$ cat src/rtl/uart_pkg.sv
// Shared types and helpers for the parametrised UART receiver.
//   rxState_e   : receiver FSM states
//   majority3   : 2-of-3 vote used to de-glitch the sampled line
//   paramsLegal : elaboration-time parameter sanity check
package uart_pkg;

  typedef enum logic [2:0] {
    StIdle,
    StData,
    StParity,
    StStop,
    StHold
  } rxState_e;

  function automatic logic majority3(input logic [2:0] s);
    return (s[0] & s[1]) | (s[0] & s[2]) | (s[1] & s[2]);
  endfunction

  function automatic bit paramsLegal(input int unsigned dataBits,
                                     input int unsigned oversample,
                                     input int unsigned validHold,
                                     input int unsigned parityOdd);
    return (dataBits >= 5) && (dataBits <= 9) &&
           (oversample >= 4) && ((oversample % 2) == 0) &&
           (validHold >= 1) && (validHold <= oversample / 2) &&
           (parityOdd <= 1);
  endfunction

endpackage

$ cat src/rtl/uart_rx_sampler.sv
// Input conditioning for the UART receiver.
// Ports:
//   clk    in  oversample clock
//   rst    in  synchronous reset, active-low
//   rx     in  asynchronous serial line (idle high)
//   abort  in  asynchronous abort request
//   rxS    out rx after a 2-flop synchroniser
//   abS    out abort after a 2-flop synchroniser
//   maj    out majority of the last three rxS samples
module uart_rx_sampler
  import uart_pkg::*;
(
  input  logic clk,
  input  logic rst,
  input  logic rx,
  input  logic abort,
  output logic rxS,
  output logic abS,
  output logic maj
);

  logic       rxMeta;
  logic       abMeta;
  logic [2:0] hist;

  // Line reset value is the idle level so no spurious low is seen after reset.
  always_ff @(posedge clk) begin
    if (!rst) begin
      rxMeta <= 1'b1;
      rxS    <= 1'b1;
      abMeta <= 1'b0;
      abS    <= 1'b0;
      hist   <= 3'b111;
    end else begin
      rxMeta <= rx;
      rxS    <= rxMeta;
      abMeta <= abort;
      abS    <= abMeta;
      hist   <= {hist[1:0], rxS};
    end
  end

  assign maj = majority3(hist);

endmodule

$ cat src/rtl/uart_rx_param.sv
// Parametrised UART receiver: oversampled, majority-voted, LSB-first, 1 stop bit,
// back-to-back frames, framing-error flag, optional parity (macro UART_RX_PARITY_EN).
// Ports:
//   clk        in  oversample clock (OVERSAMPLE cycles per bit)
//   rst        in  synchronous reset, active-low
//   abort      in  async; high drops the frame in progress
//   rx         in  async serial line, idle high
//   oValid     out frame complete, high for VALID_HOLD cycles
//   oData      out received word, held until the next frame completes
//   oFrameErr  out stop bit sampled low (qualifies oValid)
//   oBusy      out receiving a frame (DATA/PARITY/STOP)
//   oParityErr out parity mismatch (only with UART_RX_PARITY_EN)
module uart_rx_param
  import uart_pkg::*;
#(
  parameter int unsigned DATA_BITS  = 8,
  parameter int unsigned OVERSAMPLE = 16,
  parameter int unsigned VALID_HOLD = 3,
  parameter int unsigned PARITY_ODD = 0
) (
  input  logic                 clk,
  input  logic                 rst,
  input  logic                 abort,
  input  logic                 rx,
  output logic                 oValid,
  output logic [DATA_BITS-1:0] oData,
  output logic                 oFrameErr,
  output logic                 oBusy
`ifdef UART_RX_PARITY_EN
  ,
  output logic                 oParityErr
`endif
);

  if (!paramsLegal(DATA_BITS, OVERSAMPLE, VALID_HOLD, PARITY_ODD)) begin : gBadParams
    $error("uart_rx_param: illegal parameter combination");
  end

  localparam int unsigned CntW  = $clog2(OVERSAMPLE);
  localparam int unsigned IdxW  = $clog2(DATA_BITS + 1);
  localparam int unsigned HoldW = $clog2(VALID_HOLD + 1);

  localparam logic [CntW-1:0]  CntLast  = CntW'(OVERSAMPLE - 1);
  localparam logic [CntW-1:0]  LowLast  = CntW'(OVERSAMPLE / 2 - 1);
  localparam logic [IdxW-1:0]  IdxLast  = IdxW'(DATA_BITS - 1);
  localparam logic [HoldW-1:0] HoldLast = HoldW'(VALID_HOLD - 1);

  logic rxS;
  logic abS;
  logic maj;

  uart_rx_sampler uSampler (
    .clk  (clk),
    .rst  (rst),
    .rx   (rx),
    .abort(abort),
    .rxS  (rxS),
    .abS  (abS),
    .maj  (maj)
  );

  rxState_e             stateQ,    stateD;
  logic [CntW-1:0]      cntQ,      cntD;
  logic [CntW-1:0]      lowCntQ,   lowCntD;
  logic [IdxW-1:0]      bitIdxQ,   bitIdxD;
  logic [HoldW-1:0]     holdCntQ,  holdCntD;
  logic [DATA_BITS-1:0] wordQ,     wordD;
  logic                 armedQ,    armedD;
  logic                 validQ,    validD;
  logic [DATA_BITS-1:0] dataQ,     dataD;
  logic                 frameErrQ, frameErrD;
  logic                 startHit;
`ifdef UART_RX_PARITY_EN
  localparam logic OddSense = (PARITY_ODD != 0);
  logic parityBitQ, parityBitD;
  logic parityErrQ, parityErrD;
`endif

  always_ff @(posedge clk) begin
    if (!rst) begin
      stateQ     <= StIdle;
      cntQ       <= '0;
      lowCntQ    <= '0;
      bitIdxQ    <= '0;
      holdCntQ   <= '0;
      wordQ      <= '0;
      armedQ     <= 1'b0;
      validQ     <= 1'b0;
      dataQ      <= '0;
      frameErrQ  <= 1'b0;
`ifdef UART_RX_PARITY_EN
      parityBitQ <= 1'b0;
      parityErrQ <= 1'b0;
`endif
    end else begin
      stateQ     <= stateD;
      cntQ       <= cntD;
      lowCntQ    <= lowCntD;
      bitIdxQ    <= bitIdxD;
      holdCntQ   <= holdCntD;
      wordQ      <= wordD;
      armedQ     <= armedD;
      validQ     <= validD;
      dataQ      <= dataD;
      frameErrQ  <= frameErrD;
`ifdef UART_RX_PARITY_EN
      parityBitQ <= parityBitD;
      parityErrQ <= parityErrD;
`endif
    end
  end

  always_comb begin
    stateD     = stateQ;
    cntD       = cntQ;
    lowCntD    = lowCntQ;
    bitIdxD    = bitIdxQ;
    holdCntD   = holdCntQ;
    wordD      = wordQ;
    armedD     = armedQ;
    validD     = validQ;
    dataD      = dataQ;
    frameErrD  = frameErrQ;
    startHit   = 1'b0;
`ifdef UART_RX_PARITY_EN
    parityBitD = parityBitQ;
    parityErrD = parityErrQ;
`endif

    // Start detection runs in IDLE and HOLD so a start bit directly after a
    // 1-stop-bit frame is caught. Arming only here (never mid-frame) keeps a
    // break after a framing error from being taken as a new start.
    if ((stateQ == StIdle) || (stateQ == StHold)) begin
      if (rxS) begin
        armedD  = 1'b1;
        lowCntD = '0;
      end else if (armedQ && !abS) begin
        if (lowCntQ == LowLast) begin
          startHit = 1'b1;
        end else begin
          lowCntD = lowCntQ + 1'b1;
        end
      end else begin
        lowCntD = '0;
      end
    end

    if (startHit) begin
      stateD   = StData;
      cntD     = '0;
      bitIdxD  = '0;
      wordD    = '0;
      armedD   = 1'b0;
      lowCntD  = '0;
      holdCntD = '0;
      validD   = 1'b0;
    end else begin
      unique case (stateQ)
        StIdle: ;

        StData: begin
          if (abS) begin
            stateD  = StIdle;
            cntD    = '0;
            bitIdxD = '0;
          end else if (cntQ == CntLast) begin
            cntD    = '0;
            wordD   = {maj, wordQ[DATA_BITS-1:1]};
            bitIdxD = bitIdxQ + 1'b1;
            if (bitIdxQ == IdxLast) begin
`ifdef UART_RX_PARITY_EN
              stateD = StParity;
`else
              stateD = StStop;
`endif
            end
          end else begin
            cntD = cntQ + 1'b1;
          end
        end

        StParity: begin
          if (abS) begin
            stateD  = StIdle;
            cntD    = '0;
            bitIdxD = '0;
          end else if (cntQ == CntLast) begin
            cntD   = '0;
            stateD = StStop;
`ifdef UART_RX_PARITY_EN
            parityBitD = maj;
`endif
          end else begin
            cntD = cntQ + 1'b1;
          end
        end

        StStop: begin
          // Abort is checked first so it wins over a coincident stop centre.
          if (abS) begin
            stateD  = StIdle;
            cntD    = '0;
            bitIdxD = '0;
          end else if (cntQ == CntLast) begin
            cntD      = '0;
            bitIdxD   = '0;
            holdCntD  = '0;
            validD    = 1'b1;
            dataD     = wordQ;
            frameErrD = ~maj;
`ifdef UART_RX_PARITY_EN
            parityErrD = ((^wordQ) ^ parityBitQ) != OddSense;
`endif
            stateD    = StHold;
          end else begin
            cntD = cntQ + 1'b1;
          end
        end

        StHold: begin
          if (holdCntQ == HoldLast) begin
            validD   = 1'b0;
            holdCntD = '0;
            stateD   = StIdle;
          end else begin
            holdCntD = holdCntQ + 1'b1;
          end
        end

        default: begin
          stateD = StIdle;
          cntD   = '0;
          validD = 1'b0;
        end
      endcase
    end
  end

  assign oValid    = validQ;
  assign oData     = dataQ;
  assign oFrameErr = frameErrQ;
  assign oBusy     = (stateQ == StData) || (stateQ == StParity) || (stateQ == StStop);
`ifdef UART_RX_PARITY_EN
  assign oParityErr = parityErrQ;
`endif

endmodule

$ cat config.mk
export PLATFORM = sky130hd
export DESIGN_NAME = uart_rx_param
export DESIGN_NICKNAME = d
export VERILOG_FILES = /design/src/rtl/uart_pkg.sv /design/src/rtl/uart_rx_sampler.sv /design/src/rtl/uart_rx_param.sv
export SDC_FILE = /design/constraint.sdc
export NUM_CORES = 1
export LEC_CHECK = 0
export BUFFER_PORTS_ARGS = -buffer_cell sky130_fd_sc_hd__buf_2
export CORE_AREA = 4 4 88 49
export DETAILED_ROUTE_END_ITERATION = 6
export DIE_AREA = 0 0 92 53
export PLACE_DENSITY = 0.71
export REMOVE_ABC_BUFFERS = 1
export SYNTH_ARGS = -nofsm -noshare
export SYNTH_HDL_FRONTEND = slang
export SYNTH_HIERARCHICAL = 1
export SYNTH_SLANG_ARGS = --single-unit
$ cat constraint.sdc
create_clock -name clk -period 1.9 [get_ports clk]
set_input_delay 0.095 -clock clk [delete_from_list [all_inputs] [get_ports clk]]
set_output_delay 0.095 -clock clk [all_outputs]
set_load 0.1 [all_outputs]
==> results.cfg, run 1 <==
[status]
outcome = completed

[job]
cap_violations = 0

[critical_path]
cp_data_arrival_time_ps = 2010
cp_cell_sequence = ha_2 -> nand4_2 -> or3_1 -> or3_1 -> a31oi_2
critPathRequiredTime_ps = 2130
critical_path_type = reg2reg
path_delay_family = simple AND/OR/NAND/NOR gates
setup.worst_path.end_class = flop
crit_path_max_fanout = 5
cell_with_the_largest_stage_delay_on_the_worst_path = sky130_fd_sc_hd__dfxtp_1
path_common_cell = sky130_fd_sc_hd__or3_1
worst_path_bufs_invs = 0
maximum_single_stage_delay_on_the_critical_path_ps = 420
start_kind = flop

[finish]
multi_input_area_um2 = 847
nFillCells = 353
most-common-layout-cells = sky130_fd_sc_hd__dfxtp_1, sky130_fd_sc_hd__nand2_1, sky130_fd_sc_hd__a21oi_1
areaGrowthSynthToFinish_pct = 14.8
drive_above_1_share_pct = 17.5
layout_commonest_cell = sky130_fd_sc_hd__dfxtp_1
antenna_cells = 0
design_area_um2 = 2020
layout.nets = 224
sequential_cell_area_um2 = 861

[global_route]
via_count_of_the_first_global_routing_pass = 1233
grt_first_pass_wirelength_um = 5950
overflow = 0
pin_count_of_the_biggest_net_entering_global_routing = 24
number_of_antenna_violations_at_the_first_check_in_global_routing = 0
grt_use_total_pct = 16.1

[worst_hold_path]
hold_class = in2reg

[timing]
rsz0062_at_grt = no
final_hold_vio_count = 0
slew_headroom_pct = 61.8
drv_slew = 0
maximum_clock_skew_at_final_layout_ps = 3.76
period_minus_slack_ps = 1780
worst_pin_slew_ps = 573
period_share_pct = 93.8
achievable-frequency_mhz = 561
setup_violators_final = 0

[floorplanning]
core_um2 = 3640
placementRows = 16
ios = 15
die-height_um = 53
initial_utilization_pct = 48.4
fp.dieArea_um2 = 4880
fp.dieW_um = 92

[logic_synthesis]
ys_async_sr_fraction_pct = 0
yosysUniqueCellTypes = 38
synth_seq_area_share_pct = 48.9
synthFlopType = sky130_fd_sc_hd__dfxtp_1
syn-instance-count = 194
average_footprint_of_a_synthesized_cell_um2 = 9.08
synth.yosys.warnings = 6
mappedNetlistArea_um2 = 1760
post_synth_edffs = 0
synth_seq_cells = 43

[place]
place_hpwl_um = 2390
placer_congestion = 0.876
instance_area_at_placement_um2 = 1920
io_buffers = 14

[clocking]
ctsRootBufferMaster = sky130_fd_sc_hd__clkbuf_8
htree_num_levels = 2
clkLatencyLatePin_ps = 290
cts_buffer_depth = 2
cts.clk_slew.worst_paths_ps = 80
tritoncts.num_buffers = 5
cts.repair_timing.setup_buffer_count = 0
clock-sinks = 43
tritoncts = done

[route]
detail_route.drc_violations = 0
antenna_violating_nets_post_route = 0
route.vias.total = 1371
routed_wl_um = 3440
wl_per_cell_um = 12.7
dr.first_iter.drc_count = 96
viasPerCell = 5.06
drt-pass1-iter-count = 4

[power]
static_power_due_to_leakage_uw = 0.000798
design_power_total_uw = 1510
power_density_of_the_placed_cells_nw_per_um2 = 745
ir_worst_vdd_uv = 395
-- cell families (layout without fill, tap and decap cells) --
kind of cell,after synthesis,count (layout),share of synthesized area (%)
xor+xnor,1,1,0.497
simple gates,87,87,25.9
mux,9,9,5.11
flops,43,43,48.9
fa+ha+maj,4,4,2.77
compound gates,39,39,13.6
buf+inv,11,34,3.34
-- worst register-to-register path, delay by kind of cell, from the launching register on --
kind / cells / cell delay, ps
flip-flops: 1 / 420
AO/OA/AOI/OAI: 1 / 160
adder cells (fa/ha/maj): 1 / 270
AND/OR/NAND/NOR: 3 / 880
-- Yosys cell counts (2+ instances only) --
master                     count  area, µm²
sky130_fd_sc_hd__a22oi_1       2       15.0
sky130_fd_sc_hd__buf_6         2       22.5
sky130_fd_sc_hd__a21oi_1      18       90.1
sky130_fd_sc_hd__nand3_1       5       25.0
sky130_fd_sc_hd__clkbuf_1      5       18.8
sky130_fd_sc_hd__mux2i_1       9       90.1
sky130_fd_sc_hd__nand4_1       3       18.8
sky130_fd_sc_hd__nand2b_1      6       37.5
sky130_fd_sc_hd__and2_1        3       18.8
sky130_fd_sc_hd__or3_1         3       18.8
sky130_fd_sc_hd__a211oi_1      2       15.0
sky130_fd_sc_hd__o21ai_0       6       30.0
sky130_fd_sc_hd__inv_1         2       7.51
sky130_fd_sc_hd__a21boi_0      4       30.0
sky130_fd_sc_hd__nand3b_1      2       15.0
sky130_fd_sc_hd__ha_1          3       37.5
sky130_fd_sc_hd__nor2b_1       9       56.3
sky130_fd_sc_hd__dfxtp_1      43        861
sky130_fd_sc_hd__a31oi_1       2       12.5
sky130_fd_sc_hd__nand2_1      24       90.1
sky130_fd_sc_hd__nor4_1        3       18.8
sky130_fd_sc_hd__nand4b_1      2       17.5
sky130_fd_sc_hd__buf_2         2       10.0
sky130_fd_sc_hd__nor3b_1       3       22.5
sky130_fd_sc_hd__nor2_1       15       56.3
sky130_fd_sc_hd__nor3_1        4       20.0
-- stage by stage --
step                utilization, %  hold WS [ps]  TNS [ps]  std cells  setup WS (ps)
finish                        55.5           164         0        271            117
global route                  55.5           185         0        271           36.1
CTS                           55.5           162         0        271           89.8
detailed placement            52.6           279         0        262           33.9
global placement              52.6           276         0        262            117
floorplan                        -           168    -11750        185           -624
-- power by group --
group	total [µW]	switching, µW	internal (µW)	leakage (µW)
Clock	557	306	251	0.0000440
Sequential	910	3.15	907	0.000348
Combinational	40.1	22.5	17.6	0.000406
Total	1510	332	1180	0.000798
-- path summary, 6_finish.rpt --
kind | from | to | slack [ps] | cells past startpoint
worst min register to register | uSampler/rxMeta | uSampler/rxS | 420 | 1
worst max register to register | cntQ[0] | bitIdxQ[3] | 120 | 5
worst min-delay path | rst | uSampler/rxMeta | 160 | 2
worst max-delay path | cntQ[0] | bitIdxQ[3] | 120 | 5
-- timing repair --
item                                    in CTS  in global routing
hold endpoints to repair                     2                  0
resized for setup                            1                  1
hold buffers                                 2                  0
endpoints found under the setup margin       1                  1
-- final cells by class --
cell class,instances,area share (%)
clock buffers,5,3.40
clock inverters,2,0.680
inverters,2,0.371
multi-input cells,140,41.9
flip-flops and latches,43,42.5
well taps,54,3.34
repair buffers,25,7.79
-- registers in the layout (all words and copies together) (netlist names) --
register	cells
wordQ	8
stateQ	3
uSampler/abS	1
uSampler/abMeta	1
bitIdxQ	4
cntQ	4
oData	8
lowCntQ	4
uSampler/rxMeta	1
uSampler/hist	3
oValid	1
holdCntQ	2
uSampler/rxS	1
armedQ	1
oFrameErr	1
-- layer usage --
layer	share of wire, %	track usage (%)
met2	36	21.0
met1	56	23.3
met3	6.6	5.26
met5	0	0
met4	1.5	7.88
No activity file was read; power rests on OpenSTA's default activity.
==> inputs of run 2 (changes only) <==
--- a/config.mk
+++ b/config.mk
@@ -6,9 +6,9 @@
 export NUM_CORES = 1
 export LEC_CHECK = 0
 export BUFFER_PORTS_ARGS = -buffer_cell sky130_fd_sc_hd__buf_2
-export CORE_AREA = 4 4 88 49
+export CORE_AREA = 4 4 87 48
 export DETAILED_ROUTE_END_ITERATION = 6
-export DIE_AREA = 0 0 92 53
+export DIE_AREA = 0 0 91 52
 export PLACE_DENSITY = 0.71
 export REMOVE_ABC_BUFFERS = 1
 export SYNTH_ARGS = -nofsm -noshare
==> constraint.sdc (replaced) <==
create_clock -name clk -period 2.15 [get_ports clk]
set_input_delay 0.1075 -clock clk [delete_from_list [all_inputs] [get_ports clk]]
set_output_delay 0.1075 -clock clk [all_outputs]
set_load 0.1 [all_outputs]
==> results.cfg, run 2 (same netlist as run 1, synthesis figures left out) <==
[status]
outcome = completed

[power]
power_density_of_the_placed_cells_nw_per_um2 = 675
ir_worst_vdd_uv = 322
pwr-share-comb_pct = 2.4
p_clk_share_pct = 37.1
design_power_total_uw = 1330
pwr-share-seq_pct = 60.5
power_switching_uw = 289
sw_share_pct = 21.7
static_power_due_to_leakage_uw = 0.000777
power_report.internal_total_uw = 1040

[global_route]
pin_count_of_the_biggest_net_entering_global_routing = 24
via_count_of_the_first_global_routing_pass = 1266
grt_use_total_pct = 14.7
overflow = 0
number_of_antenna_violations_at_the_first_check_in_global_routing = 0
grt_first_pass_wirelength_um = 5590

[finish]
finish.utilization_pct = 58.4
sequential_cell_area_um2 = 861
drive_above_1_share_pct = 15.4
areaGrowthSynthToFinish_pct = 12.0
multi_input_area_um2 = 842
nFillCells = 326
layout.nets = 220
antenna_cells = 0
most-common-layout-cells = sky130_fd_sc_hd__dfxtp_1, sky130_fd_sc_hd__nand2_1, sky130_fd_sc_hd__a21oi_1
layout_commonest_cell = sky130_fd_sc_hd__dfxtp_1
final_cells = 256

[route]
detail_route.drc_violations = 0
wl_per_cell_um = 12.3
dr.first_iter.drc_count = 84
antenna_violating_nets_post_route = 0
drt-pass1-iter-count = 4
top_layer_used = met4
viasPerCell = 5.27
routed_wl_um = 3140
dr_wl_met2_um = 1400
met3_length_um = 122
route.vias.total = 1348
routedLengthMet1_um = 1600

[floorplanning]
die-height_um = 52
core_um2 = 3380
ios = 15
placementRows = 15
initial_utilization_pct = 52.1
fp.dieW_um = 91
fp.dieArea_um2 = 4730

[critical_path]
setup.worst_path.end_class = flop
worst_r2r_startpoint = cntQ[0]
worst-r2r-setup-slack_ps = 300
critPathRequiredTime_ps = 2370
crit-reg2reg-capture = bitIdxQ[3]
cp_data_arrival_time_ps = 2070
reg2reg_depth = 5
crit_path_max_fanout = 7
start_kind = flop
critical_path_type = reg2reg

[worst_hold_path]
worstHoldEndpoint = uSampler/abMeta
whs_path_cells = 2
worstHoldStart = abort
hold_class = in2reg

[place]
io_buffers = 14
pre_cts_ws_ps = 320
placer_congestion = 0.800
place_hpwl_um = 2080
placed_cells = 247

[clocking]
post_cts.resized_instances = 0
cts_buffer_depth = 2
clkLatencyLatePin_ps = 290
cts.repair_timing.setup_buffer_count = 0
cts.clk_slew.worst_paths_ps = 80
clock-sinks = 43
tritoncts = done
tritoncts.num_buffers = 5
ctsRootBufferMaster = sky130_fd_sc_hd__clkbuf_8
htree_num_levels = 2
cts_hold_buffers = 1

[timing]
period_minus_slack_ps = 1850
maximum_clock_skew_at_final_layout_ps = 7.67
worst_slack_ps = 297
final_hold_vio_count = 0
drv_slew = 0
rsz0062_at_grt = no
period_share_pct = 86.2
holdWs_ps = 23.8
slew_headroom_pct = 67.8
achievable-frequency_mhz = 540
setup_violators_final = 0
worst_pin_slew_ps = 487

[job]
cap_violations = 0
## run 2: cell count changes in the layout (fill, tap and decap cells not counted), sizes merged
cell	before	now
clkinvlp	0	1
buf	23	20
clkinv	2	1
clkbuf	5	6
dlygate4sd3	2	1
## run 2: cell type report
cell class	instances	share of cell area, %
Inverter	2	0.380
Timing Repair Buffer	21	6.34
Tap cell	42	2.66
Sequential cell	43	43.6
Clock inverter	2	0.634
Multi-Input combinational cell	140	42.7
Clock buffer	6	3.68
## run 2: per-layer routing
layer / vias up / global-route usage (%)
li1: 709 / -
met1: 620 / 18.5
met2: 17 / 25.0
met3: 2 / 4.77
met4: 0 / 3.50
met5: - / 0
## run 2: metrics by stage
stage | area [µm²] | setup TNS (ps)
2_1_floorplan | 1710 | -6340
3_3_place_gp | 1880 | 0
3_5_place_dp | 1880 | 0
4_1_cts | 1970 | 0
5_1_grt | 1970 | 0
6_report | 1970 | 0
## run 2: how the worst max path moves through the flow
stage	startpoint	endpoint	slack (ps)	depth (start not counted)
3_5_place_dp	cntQ[0]	bitIdxQ[3]	320	5
3_3_place_gp	cntQ[0]	bitIdxQ[3]	400	5
6_report	cntQ[0]	bitIdxQ[3]	300	5
4_1_cts	cntQ[0]	bitIdxQ[3]	290	5
2_1_floorplan	stateQ[1]	oValid	-370	4
5_1_grt	cntQ[0]	bitIdxQ[3]	190	5
## run 2: worst max-delay path, stage by stage (launching register included)
cell and delay, ps:
sky130_fd_sc_hd__dfxtp_1 400, sky130_fd_sc_hd__ha_1 240, sky130_fd_sc_hd__nand4_2 200, sky130_fd_sc_hd__or3_1 410, sky130_fd_sc_hd__or3_1 360, sky130_fd_sc_hd__a31oi_2 170
## run 2: power by group through the flow
stage / registers (µW) / logic [µW] / clock network (µW)
final: 805 / 32.0 / 494
after CTS: 805 / 32.5 / 513
after global placement: 824 / 30.0 / 0
after detailed placement: 824 / 31.1 / 0
after global routing: 806 / 36.8 / 557
after floorplan: 823 / 16.9 / 0
